File: config.mk
export PLATFORM = sky130hd
export DESIGN_NAME = mem_fill_check
export DESIGN_NICKNAME = d
export VERILOG_FILES = /design/src/rtl/mem_pkg.sv /design/src/rtl/mem_pat_gen.sv /design/src/rtl/mem_fill_check.sv
export SDC_FILE = /design/constraint.sdc
export NUM_CORES = 1
export LEC_CHECK = 0
export CAP_MARGIN = 30
export CORE_UTILIZATION = 46
export CTS_BUF_LIST = sky130_fd_sc_hd__clkbuf_16
export DETAILED_ROUTE_END_ITERATION = 12
export PLACE_DENSITY = 0.81
export SLEW_MARGIN = 20
export SYNTH_ARGS = -nofsm -noshare
export SYNTH_HDL_FRONTEND = slang
export SYNTH_SLANG_ARGS = --single-unit
File: constraint.sdc
create_clock -name clk -period 1.8 [get_ports clk]
set_input_delay 0.27 -clock clk [delete_from_list [all_inputs] [get_ports clk]]
set_output_delay 0.27 -clock clk [all_outputs]
set_load 0.01 [all_outputs]
File: src/rtl/mem_pkg.sv
// Shared constants, command encodings and FSM state type for the memory
// fill/check controller.
package mem_pkg;

  localparam int AW_DEF    = 10;
  localparam int DW_DEF    = 8;
  localparam int DEPTH_DEF = 1024;
  localparam int STEP_DEF  = 2;

  localparam logic [1:0] MODE_FILL       = 2'b00;
  localparam logic [1:0] MODE_CHECK      = 2'b01;
  localparam logic [1:0] MODE_FILL_CHECK = 2'b10;

  typedef enum logic [2:0] {
    ST_IDLE  = 3'd0,
    ST_W_SET = 3'd1,
    ST_W_STB = 3'd2,
    ST_R_SET = 3'd3,
    ST_R_CMP = 3'd4,
    ST_FIN   = 3'd5
  } state_e;

endpackage

File: src/rtl/mem_pat_gen.sv
// Arithmetic byte pattern accumulator: load takes the seed, step adds STEP.
// The same generator feeds both the write data and the read-back reference.
module mem_pat_gen #(
  parameter int DW   = 8,
  parameter int STEP = 2
) (
  input  logic          clk,
  input  logic          rst_n,
  input  logic          load,
  input  logic          step,
  input  logic [DW-1:0] seed,
  output logic [DW-1:0] pat
);

  localparam logic [DW-1:0] STEP_W = DW'(STEP);

  logic [DW-1:0] pat_q, pat_d;

  // Load wins over step so a reload at the fill/check boundary is exact.
  always_comb begin
    pat_d = pat_q;
    if (load)      pat_d = seed;
    else if (step) pat_d = pat_q + STEP_W;
  end

  always_ff @(posedge clk or negedge rst_n) begin
    if (!rst_n) pat_q <= '0;
    else        pat_q <= pat_d;
  end

  assign pat = pat_q;

endmodule

File: src/rtl/mem_fill_check.sv
// RAM init/self-test controller: fills the array with seed + k*STEP, reads it
// back and counts miscompares, or both in sequence.
module mem_fill_check
  import mem_pkg::*;
#(
  parameter int AW    = AW_DEF,
  parameter int DW    = DW_DEF,
  parameter int DEPTH = DEPTH_DEF,
  parameter int STEP  = STEP_DEF
) (
  input  logic          clk,
  input  logic          rst_n,
  input  logic          start,
  input  logic [1:0]    mode,
  input  logic [DW-1:0] seed,
  input  logic          abort,
  output logic          busy,
  output logic          done,
  output logic          aborted,
  output logic [AW:0]   err_cnt,
  output logic          err_flag,
  output logic [AW-1:0] first_err_adr,
  output logic [AW-1:0] adr,
  output logic [DW-1:0] d_in,
  output logic          wr,
  output logic          cs,
  input  logic [DW-1:0] d_out,
  output state_e        dbg_state
);

  localparam logic [AW-1:0] LAST    = AW'(DEPTH - 1);
  localparam logic [AW-1:0] K_ONE   = AW'(1);
  localparam logic [AW:0]   ERR_ONE = (AW+1)'(1);

  state_e        state_q, state_d;
  logic [1:0]    mode_q, mode_d;
  logic [DW-1:0] seed_q, seed_d;
  logic [AW-1:0] k_q, k_d;
  logic [AW:0]   err_cnt_q, err_cnt_d;
  logic [AW-1:0] first_q, first_d;
  logic          busy_q, busy_d, done_q, done_d, aborted_q, aborted_d;
  logic          wr_q, wr_d, cs_q, cs_d;
  logic          pat_load, pat_step;
  logic [DW-1:0] pat_seed, pat;
  logic          last;

  assign last     = (k_q == LAST);
  assign pat_seed = (state_q == ST_IDLE) ? seed : seed_q;

  mem_pat_gen #(.DW(DW), .STEP(STEP)) u_pat (
    .clk  (clk),
    .rst_n(rst_n),
    .load (pat_load),
    .step (pat_step),
    .seed (pat_seed),
    .pat  (pat)
  );

  always_comb begin
    state_d   = state_q;
    mode_d    = mode_q;
    seed_d    = seed_q;
    k_d       = k_q;
    err_cnt_d = err_cnt_q;
    first_d   = first_q;
    aborted_d = 1'b0;
    pat_load  = 1'b0;
    pat_step  = 1'b0;
    if (state_q != ST_IDLE && abort) begin
      state_d   = ST_IDLE;
      aborted_d = 1'b1;
    end else begin
      case (state_q)
        ST_IDLE: begin
          if (start && (mode inside {MODE_FILL, MODE_CHECK, MODE_FILL_CHECK})) begin
            mode_d    = mode;
            seed_d    = seed;
            k_d       = '0;
            err_cnt_d = '0;
            first_d   = '0;
            pat_load  = 1'b1;
            state_d   = (mode == MODE_CHECK) ? ST_R_SET : ST_W_SET;
          end
        end
        ST_W_SET: state_d = ST_W_STB;
        ST_W_STB: begin
          if (last) begin
            if (mode_q == MODE_FILL_CHECK) begin
              k_d      = '0;
              pat_load = 1'b1;
              state_d  = ST_R_SET;
            end else begin
              state_d = ST_FIN;
            end
          end else begin
            k_d      = k_q + K_ONE;
            pat_step = 1'b1;
            state_d  = ST_W_SET;
          end
        end
        ST_R_SET: state_d = ST_R_CMP;
        ST_R_CMP: begin
          if (d_out != pat) begin
            err_cnt_d = err_cnt_q + ERR_ONE;
            if (err_cnt_q == '0) first_d = k_q;
          end
          if (last) begin
            state_d = ST_FIN;
          end else begin
            k_d      = k_q + K_ONE;
            pat_step = 1'b1;
            state_d  = ST_R_SET;
          end
        end
        ST_FIN:  state_d = ST_IDLE;
        default: state_d = ST_IDLE;
      endcase
    end
    // Strobes are registered from the next state so they align with it.
    busy_d = state_d inside {ST_W_SET, ST_W_STB, ST_R_SET, ST_R_CMP};
    cs_d   = busy_d;
    wr_d   = (state_d == ST_W_STB);
    done_d = (state_d == ST_FIN);
  end

  always_ff @(posedge clk or negedge rst_n) begin
    if (!rst_n) begin
      state_q   <= ST_IDLE;
      mode_q    <= '0;
      seed_q    <= '0;
      k_q       <= '0;
      err_cnt_q <= '0;
      first_q   <= '0;
      busy_q    <= 1'b0;
      done_q    <= 1'b0;
      aborted_q <= 1'b0;
      wr_q      <= 1'b0;
      cs_q      <= 1'b0;
    end else begin
      state_q   <= state_d;
      mode_q    <= mode_d;
      seed_q    <= seed_d;
      k_q       <= k_d;
      err_cnt_q <= err_cnt_d;
      first_q   <= first_d;
      busy_q    <= busy_d;
      done_q    <= done_d;
      aborted_q <= aborted_d;
      wr_q      <= wr_d;
      cs_q      <= cs_d;
    end
  end

  assign busy          = busy_q;
  assign done          = done_q;
  assign aborted       = aborted_q;
  assign err_cnt       = err_cnt_q;
  assign err_flag      = (err_cnt_q != '0);
  assign first_err_adr = first_q;
  assign adr           = k_q;
  assign d_in          = (state_q == ST_W_SET || state_q == ST_W_STB) ? pat : '0;
  assign wr            = wr_q;
  assign cs            = cs_q;
  assign dbg_state     = state_q;

endmodule

==> flow_summary.ini <==
[status]
status = finished, violations left
violations = setup timing

[final_layout]
area_growth_pct = 61.7
finalNetCount = 524
n_antenna_cell = 0
layout-drive-gt1-share_pct = 38.7
fin_util_pct = 77.6

[clocking]
clk_pin_slew_ns = 0.08
cts_tree = yes
clkSinkCount = 56
clockRootBuffer = clkbuf_16
insertion_delay_ns = 0.30
cts-htree-levels = 2
cts_buffers = 5
clockBufferDepth = 2

[logic_synthesis]
seq_area_frac_synth_pct = 42.5
syn_nets = 367
synth.area.top_cells = dfrtp_1, nand2_1, nand3_1, a22o_1, o21ai_0
yosys.area.top_type = dfrtp_1
synth_compound_area_share_pct = 18.8
synth_mux_area_share_pct = 2.66
synth_top_family_by_area = simple AND/OR/NAND/NOR gates
async_flop_share_pct = 100
synth_fa_ha_area_share_pct = 1.82
yosysUniqueCellTypes = 68
synth_most_common_cell = dfrtp_1
synth-edff-count = 0
synth_top_area_share_pct = 42.5
synthSimpleGateAreaFrac_pct = 25.4
synthTopCellsByCount = dfrtp_1, nand2_1, nor2_1
syn_inst = 341
synth_seq_cells = 56
synth_flop_cell = dfrtp_1
synth_area_sq_um = 3300
yosysWarnings = 0
synth-xor-area-share_pct = 3.45
syn_area_per_cell_sq_um = 9.66

[sta]
finalClockSkew_ns = 0.0106
fin_worst_hold_slack_ns = 0.485
grt_setup_unrepaired = yes
fin_crit_sh_pct = 109
final_hold_viol_count = 0
setup_viol = 37
tns_ns = -2.62
maxSlewViolCount = 0
worst_pin_slew_ns = 0.467
finalCriticalPeriod_ns = 1.96
max_freq_mhz = 509
slew_headroom_pct = 68.8
fin_ws_ns = -0.164

[route]
drc = 0
via_per_inst = 6.18
wl_mm = 12.2
dr.pass1.iters = 5
drtIter0Drc = 289
met1_length_mm = 4.75
wl_met2_mm = 5.92
route.vias.total = 3677
wl_per_cell_microns = 20.5
highest_layer = met4
dr_wl_met3_microns = 872
drtAntennaViolNets = 0

[die]
rows = 30
design.portCount = 70
die_area_sq_um = 7510
initial_utilization_pct = 48.0
die_h_microns = 86.6
die_w_microns = 86.6
core_region_area_sq_um = 6870

[power]
p_leak_uw = 0.00233
p_per_area_nw_per_um2 = 1260
vdd_drop_max_uv = 691
power_uw = 6740

[worst_setup_path]
critical_path_arrival_ns = 2.18
cpMostUsedCell = buf_4
critical_path_class = reg -> reg
required_ns = 2.02
cp_cell_sequence = buf_6 -> buf_4 -> nor4_4 -> nor2_2 -> buf_4 -> a211oi_1 -> a2bb2oi_1
setup.worst_path.end_class = register
start_kind = register
cpMaxStageDelayCell = dfrtp_1
slowest_delay_ns = 0.41
path_max_fanout = 8

[min_path]
min_path_type = reg -> reg

[run]
drv_cap = 0

[global_route]
first_global_vias = 3428
grt_start_max_net_pins = 57
grt_pass1_wl_mm = 17.3
grtUsageTotal_pct = 29.9
grt_overflow = 0
antenna_found_initial = 0

[placement]
gp_congestion = 0.919
dp_hpwl_mm = 7.40
io_buffers = 69
post-place-ws_ns = -0.358
per-stage QoR:
| stage | instance area [sq um] | cells |
|---|---|---|
| 3_3_place_gp | 4640 | 570 |
| 5_1_grt | 5330 | 595 |
| 6_report | 5330 | 595 |
| 3_5_place_dp | 4640 | 570 |
| 2_1_floorplan | 3320 | 341 |
| 4_1_cts | 5010 | 588 |
cell usage in the layout (no fill, tap or decap), drive strengths merged, types with 3 or more instances in the layout:
master / instances
mux2i: 5
ha: 4
xnor2: 5
nor4: 4
and3: 6
and2: 10
buf: 106
or3: 3
dfrtp: 56
a22o: 10
xor2: 8
mux2: 3
o31ai: 8
nor3: 13
inv: 7
nor2: 20
nand2b: 5
clkdlybuf4s50: 59
clkbuf: 7
nand2: 51
a21oi: 10
o21bai: 3
o221ai: 5
a211oi: 7
nand3: 18
a2bb2oi: 5
o21ai: 16
nand4: 9
layout make-up:
type                            instances  area, sq um
Clock buffer                            5          125
Inverter                                7         26.3
Multi-Input combinational cell        260         2110
Sequential cell                        56         1410
Tap cell                               96          120
Clock inverter                          3         42.5
Fill cell                             421         1540
Timing Repair Buffer                  168         1500
critical path, delay by kind of cell (launching register included):
family,cells,cell delay (ns)
flops,1,0.41
buf+inv,3,0.50
compound gates,2,0.49
simple gates,2,0.50
worst paths after layout:
check | startpoint | to | slack [ns] | cells after the start
setup / recovery | dbg_state[2] | u_pat.pat[6] | -0.16 | 7
hold / removal | seed_q[0] | seed_q[0] | 0.49 | 2
setup reg to reg | dbg_state[2] | u_pat.pat[6] | -0.16 | 7
hold reg to reg | seed_q[0] | seed_q[0] | 0.49 | 2
max in group asynchronous | rst_n | adr[0] | 1.03 | 3
min in group asynchronous | rst_n | aborted | 0.51 | 3
sequential cells by signal, summed over array words and instances (netlist names), 2 cells and up:
signal / count
mode_q: 2
dbg_state: 3
u_pat.pat: 8
first_err_adr: 10
adr: 10
seed_q: 8
err_cnt: 11
routing by layer:
metal / vias up / GRT usage, %
met4: 0 / 12.3
li1: 1565 / -
met1: 1791 / 37.5
met5: - / 0
met2: 260 / 51.5
met3: 61 / 4.67
report_power, final:
group	internal (uW)	total (uW)	switching, uW
clock network	656	1140	482
logic	1850	3830	1990
registers	1540	1770	232
total	4040	6740	2700
repair_timing:
action / in CTS / in global routing
endpoints found under the setup margin: 36 / 58
hold buffers: 1 / 0
setup buffers: 7 / 6
hold endpoints to repair: 56 / 0
pin swaps: 24 / 23
gates cloned: 2 / 1
gates resized for setup: 40 / 94
cell families after synthesis:
family | count (synthesis)
AOI/OAI and AO/OA | 81
xor gates and xnor gates | 13
buffers and inverters | 26
DFF | 56
and+or+nand+nor | 152
adders and majority gates | 5
muxes | 8
Power figures use the tool's default switching activity.
==> RTL change 1 (same settings) <==
Remove the register `aborted_q`: a continuous assignment takes its place, so the output `aborted` follows one clock earlier.
--- a/src/rtl/mem_fill_check.sv
+++ b/src/rtl/mem_fill_check.sv
@@ -133,7 +133,6 @@
       first_q   <= '0;
       busy_q    <= 1'b0;
       done_q    <= 1'b0;
-      aborted_q <= 1'b0;
       wr_q      <= 1'b0;
       cs_q      <= 1'b0;
     end else begin
@@ -145,11 +144,12 @@
       first_q   <= first_d;
       busy_q    <= busy_d;
       done_q    <= done_d;
-      aborted_q <= aborted_d;
       wr_q      <= wr_d;
       cs_q      <= cs_d;
     end
   end
+
+  assign aborted_q = aborted_d;
 
   assign busy          = busy_q;
   assign done          = done_q;
Function: changed (Yosys sat finds a counterexample within 4 cycles, from zero or initial values and one cycle with rst_n low).
==> RTL change 1 against the original RTL <==
- the run ends with DRC, setup timing left
- routed wire length down 2.4%
- sequential power fell by 3%
- sequential cell count shrank 1
- power rose by 3.6%
- fmax down 1.1%
- cell area is 1.5% higher
- area after synthesis fell by 0.76%
- worst hold slack worse by 39 ps
- core utilization rose by 1.6 points
- critical path type unchanged
- clock power fell by 4%
- clock skew is 5.8 ps lower
- sequential share of layout area shrank 0.89 points
- setup slack lost 21 ps
- combinational power grew 8.9%
==> RTL change 1: results (changes against the original RTL) <==
| Metric | Value |
|---|---|
| Status | finished, violations left (unchanged) |
| Failing checks | DRC, setup timing (was setup timing) |
| Largest stage delay, worst path | 470 ps (was 410 ps) |
| Synth Area in XOR/XNOR | 0.0348 (was 0.0345) |
| Met2 WL | 5970 µm (was 5920 µm) |
| Met3 Resource Use GR | 0.0448 (was 0.0467) |
| Commonest cells in the synthesized netlist | dfrtp_1, nand2_1, nor2_1 (unchanged) |
| Non-clock buffers | 172 (was 168) |
| Syn_nets | 366 (was 367) |
| First-pass GRT wire length | 16,800 µm (was 17,300 µm) |
| Worst-path maximum fanout | 6 (was 8) |
| Leak | 2.40 nW (was 2.33 nW) |
| Worst slack, placed | -320 ps (was -358 ps) |
| Seq pwr | 1.71 mW (was 1.77 mW) |
| Post-CTS setup buffers | 9 (was 7) |
| Buffer share of cell area | 0.294 (was 0.282) |
| Post-route setup TNS | -3480 ps (was -2620 ps) |
| DRC | 1 (was 0) |
| Sw Share | 0.388 (was 0.401) |
| Crit path max-delay family | simple AND/OR/NAND/NOR gates (was buffers and inverters) |
| Final setup viols | 43 (was 37) |
| Largest net degree at the start of global routing | 40 (was 57) |
| Proportion of layout cells with a drive suffix above 1 | 0.406 (was 0.387) |
| GR Layer Usage met1 | 0.367 (was 0.375) |
| Met3 routed WL | 845 µm (was 872 µm) |
| HP Class | input pin to asynchronous set/reset pin (was flop to flop) |
| Setup WS post-layout | -185 ps (was -164 ps) |
| Psw | 2.71 mW (was 2.70 mW) |
| Mapped Avg Cell Area | 9.62 µm² (was 9.66 µm²) |
| Vias in the first global route | 3,380 (was 3,428) |
-- RTL change 1: changes by cell type after synthesis, sizes merged --
cell / change
dfrtp: -1
-- RTL change 1: cells by family (layout without fill, tap and decap cells) --
logic type,count (synthesis),count (layout)
AO/OA/AOI/OAI,81,82
buffers and inverters,26,187
flip-flops,55,55
AND/OR/NAND/NOR,152,152
adder cells (fa/ha/maj),5,5
multiplexers,8,8
XOR/XNOR,13,13
-- RTL change 1: final timing paths --
path,end,cells after the start,startpoint,slack [ps]
setup / recovery,cs$_DFF_PN0_,7,adr[1]$_DFFE_PN0P_,-180
hold / removal,first_err_adr[1]$_DFFE_PN0P_,2,rst_n,450
setup reg to reg,cs$_DFF_PN0_,7,adr[1]$_DFFE_PN0P_,-180
hold reg to reg,seed_q[1]$_DFFE_PN0P_,2,seed_q[1]$_DFFE_PN0P_,480
max in group asynchronous,adr[8]$_DFFE_PN0P_,3,rst_n,800
min in group clk,seed_q[1]$_DFFE_PN0P_,2,seed_q[1]$_DFFE_PN0P_,480
==> RTL change 2 (same flow settings) <==
Made on the original files. Change the package constant `DW_DEF` from 8 to 9.
--- a/src/rtl/mem_pkg.sv
+++ b/src/rtl/mem_pkg.sv
@@ -3,7 +3,7 @@
 package mem_pkg;
 
   localparam int AW_DEF    = 10;
-  localparam int DW_DEF    = 8;
+  localparam int DW_DEF    = 9;
   localparam int DEPTH_DEF = 1024;
   localparam int STEP_DEF  = 2;
 
Interface: changed (resized d_in, d_out and seed); port bits go from 70 to 73. No check against the original RTL was run, so the function may have changed too.
==> RTL change 2 against the original RTL <==
- the flow still finishes with violations (setup timing)
- area after synthesis increased by 2.0%
- first-iteration DRC count increased by 20%
- sequential cell count increased by 2
- die area increased by 2.0%
- setup slack got worse by 260 ps
- sequential power increased by 5%
- count of clock-buffer cells in the layout increased by 4
- routed wire length increased by 9.8%
- power increased by 20%
- cell area increased by 8.1%
- largest power group unchanged
==> RTL change 2: results (changes against the original RTL) <==
| Metric | Value |
|---|---|
| Routed wire per std cell | 20.6 µm (was 20.5 µm) |
| Failing checks | setup timing (unchanged) |
| Vias post-DR | 4,025 (was 3,677) |
| Clock transition at the registers of the reported paths | 50 ps (was 80 ps) |
| Leak | 2.48 nW (was 2.33 nW) |
| RR Endpoint | cs$_DFF_PN0_ (was u_pat.pat[6]$_DFFE_PN0P_) |
| Seq/Total Area, Yosys | 0.432 (was 0.425) |
| Largest stage delay, worst path | 530 ps (was 410 ps) |
| Dpl hpwl | 7220 µm (was 7400 µm) |
| Proportion of layout cells with a drive suffix above 1 | 0.406 (was 0.387) |
| Transition time at the pin with the least slew margin | 564 ps (was 467 ps) |
| Crit path max-delay family | simple AND/OR/NAND/NOR gates (was buffers and inverters) |
| Status | finished, violations left (unchanged) |
| Detailed router's first-iteration violation count | 347 (was 289) |
| HP Class | input pin to asynchronous set/reset pin (was flop to flop) |
| Layout net count | 578 (was 524) |
| Post-Synthesis Cells | 381 (was 341) |
| Final setup skew | 6.36 ps (was 10.6 ps) |
| Commonest cells in the synthesized netlist | nand2_1, dfrtp_1, nor2_1 (was dfrtp_1, nand2_1, nor2_1) |
| Syn_nets | 409 (was 367) |
| Vias in the first global route | 3,706 (was 3,428) |
| H-tree depth | 3 (was 2) |
| Post-route setup TNS | -6430 ps (was -2620 ps) |
| Final setup viols | 51 (was 37) |
| Dpl cells | 607 (was 570) |
| Area contributors post-synth | dfrtp_1, nand2_1, mux2i_1 (was dfrtp_1, nand2_1, nand3_1) |
| Synth cell types | 53 (was 68) |
| GRT Util Overall | 0.312 (was 0.299) |
| Worst slack, placed | -501 ps (was -358 ps) |
| Largest net degree at the start of global routing | 41 (was 57) |
| Port bufs | 72 (was 69) |
| Worst-path maximum fanout | 7 (was 8) |
| Finished Layout Cells | 650 (was 595) |
| VDD IR max | 920 µV (was 691 µV) |
| Setup WS post-layout | -426 ps (was -164 ps) |
| Clk_lat worst skew | 330 ps (was 300 ps) |
| CTS buffer count | 9 (was 5) |
## RTL change 2: cell count changes after synthesis, moves of 6 or more
cell / delta
clkbuf_1: +12
or4_1: +10
or2_2: +6
nand2_1: +26
a22o_1: -10
a21oi_1: +9
mux2i_1: +10
xor2_1: -6
nor3_1: -6
## RTL change 2: power groups by stage
| stage | combinational [mW] | clock, mW | sequential, mW |
|---|---|---|---|
| 2_1_floorplan | 1.87 | 0 | 1.87 |
| 3_3_place_gp | 3.51 | 0 | 1.82 |
| 3_5_place_dp | 3.60 | 0 | 1.83 |
| 4_1_cts | 4.06 | 1.46 | 1.82 |
| 5_1_grt | 5.04 | 1.52 | 1.87 |
| 6_report | 4.79 | 1.47 | 1.85 |
## RTL change 2: stage by stage
| step | hold WS (ps) | instance area (µm²) |
|---|---|---|
| after detailed placement | 244 | 4810 |
| final | 444 | 5760 |
| after global placement | 238 | 4810 |
| after floorplan | -25.6 | 3470 |
| after global routing | 493 | 5760 |
| after CTS | 445 | 5330 |
## RTL change 2: cell type report
type / instances / area share
sequential: 58 / 0.254
tap: 96 / 0.0209
inverter: 8 / 0.00522
clock inverter: 6 / 0.00391
timing repair buffer: 180 / 0.287
multi-input combinational: 293 / 0.390
clock buffer: 9 / 0.0391
## RTL change 2: cell families (layout without fill, tap and decap cells)
kind of cell,Yosys count,in the layout,share of synthesized area
compound gates,72,72,0.151
buf+inv,32,203,0.0454
simple gates,188,190,0.280
fa+ha+maj,4,4,0.0149
xor+xnor,11,11,0.0287
flops,58,58,0.432
mux,16,16,0.0480
## RTL change 2: worst max path at each step
stage                           start                       end  slack (ps)  cells past startpoint
2_1_floorplan      adr[1]$_DFFE_PN0P_  u_pat.pat[1]$_DFFE_PN0P_        -220                      8
3_3_place_gp                    start    err_cnt[9]$_DFFE_PN0P_        -480                      6
3_5_place_dp                    start    err_cnt[9]$_DFFE_PN0P_        -500                      6
4_1_cts        dbg_state[1]$_DFF_PN0_        adr[3]$_DFFE_PN0P_        -180                      7
5_1_grt        dbg_state[2]$_DFF_PN0_              cs$_DFF_PN0_        -530                      6
6_report       dbg_state[2]$_DFF_PN0_              cs$_DFF_PN0_        -430                      6
## RTL change 2: metal layers
metal  routed length, µm  GRT usage  vias to the layer above
li1                    -          -                     1704
met1                4820      0.372                     1954
met2                6790      0.526                      286
met3                1000     0.0626                       81
met4                 737      0.174                        0
met5                   0          0                        -
## RTL change 2: timing repair
item | in CTS | in global routing
pin swaps | 15 | 28
hold buffers | 1 | 0
setup endpoints to repair | 53 | 64
setup buffers | 14 | 14
gates cloned | 2 | 1
endpoints found under the hold margin | 18 | 0
resized for setup | 81 | 87
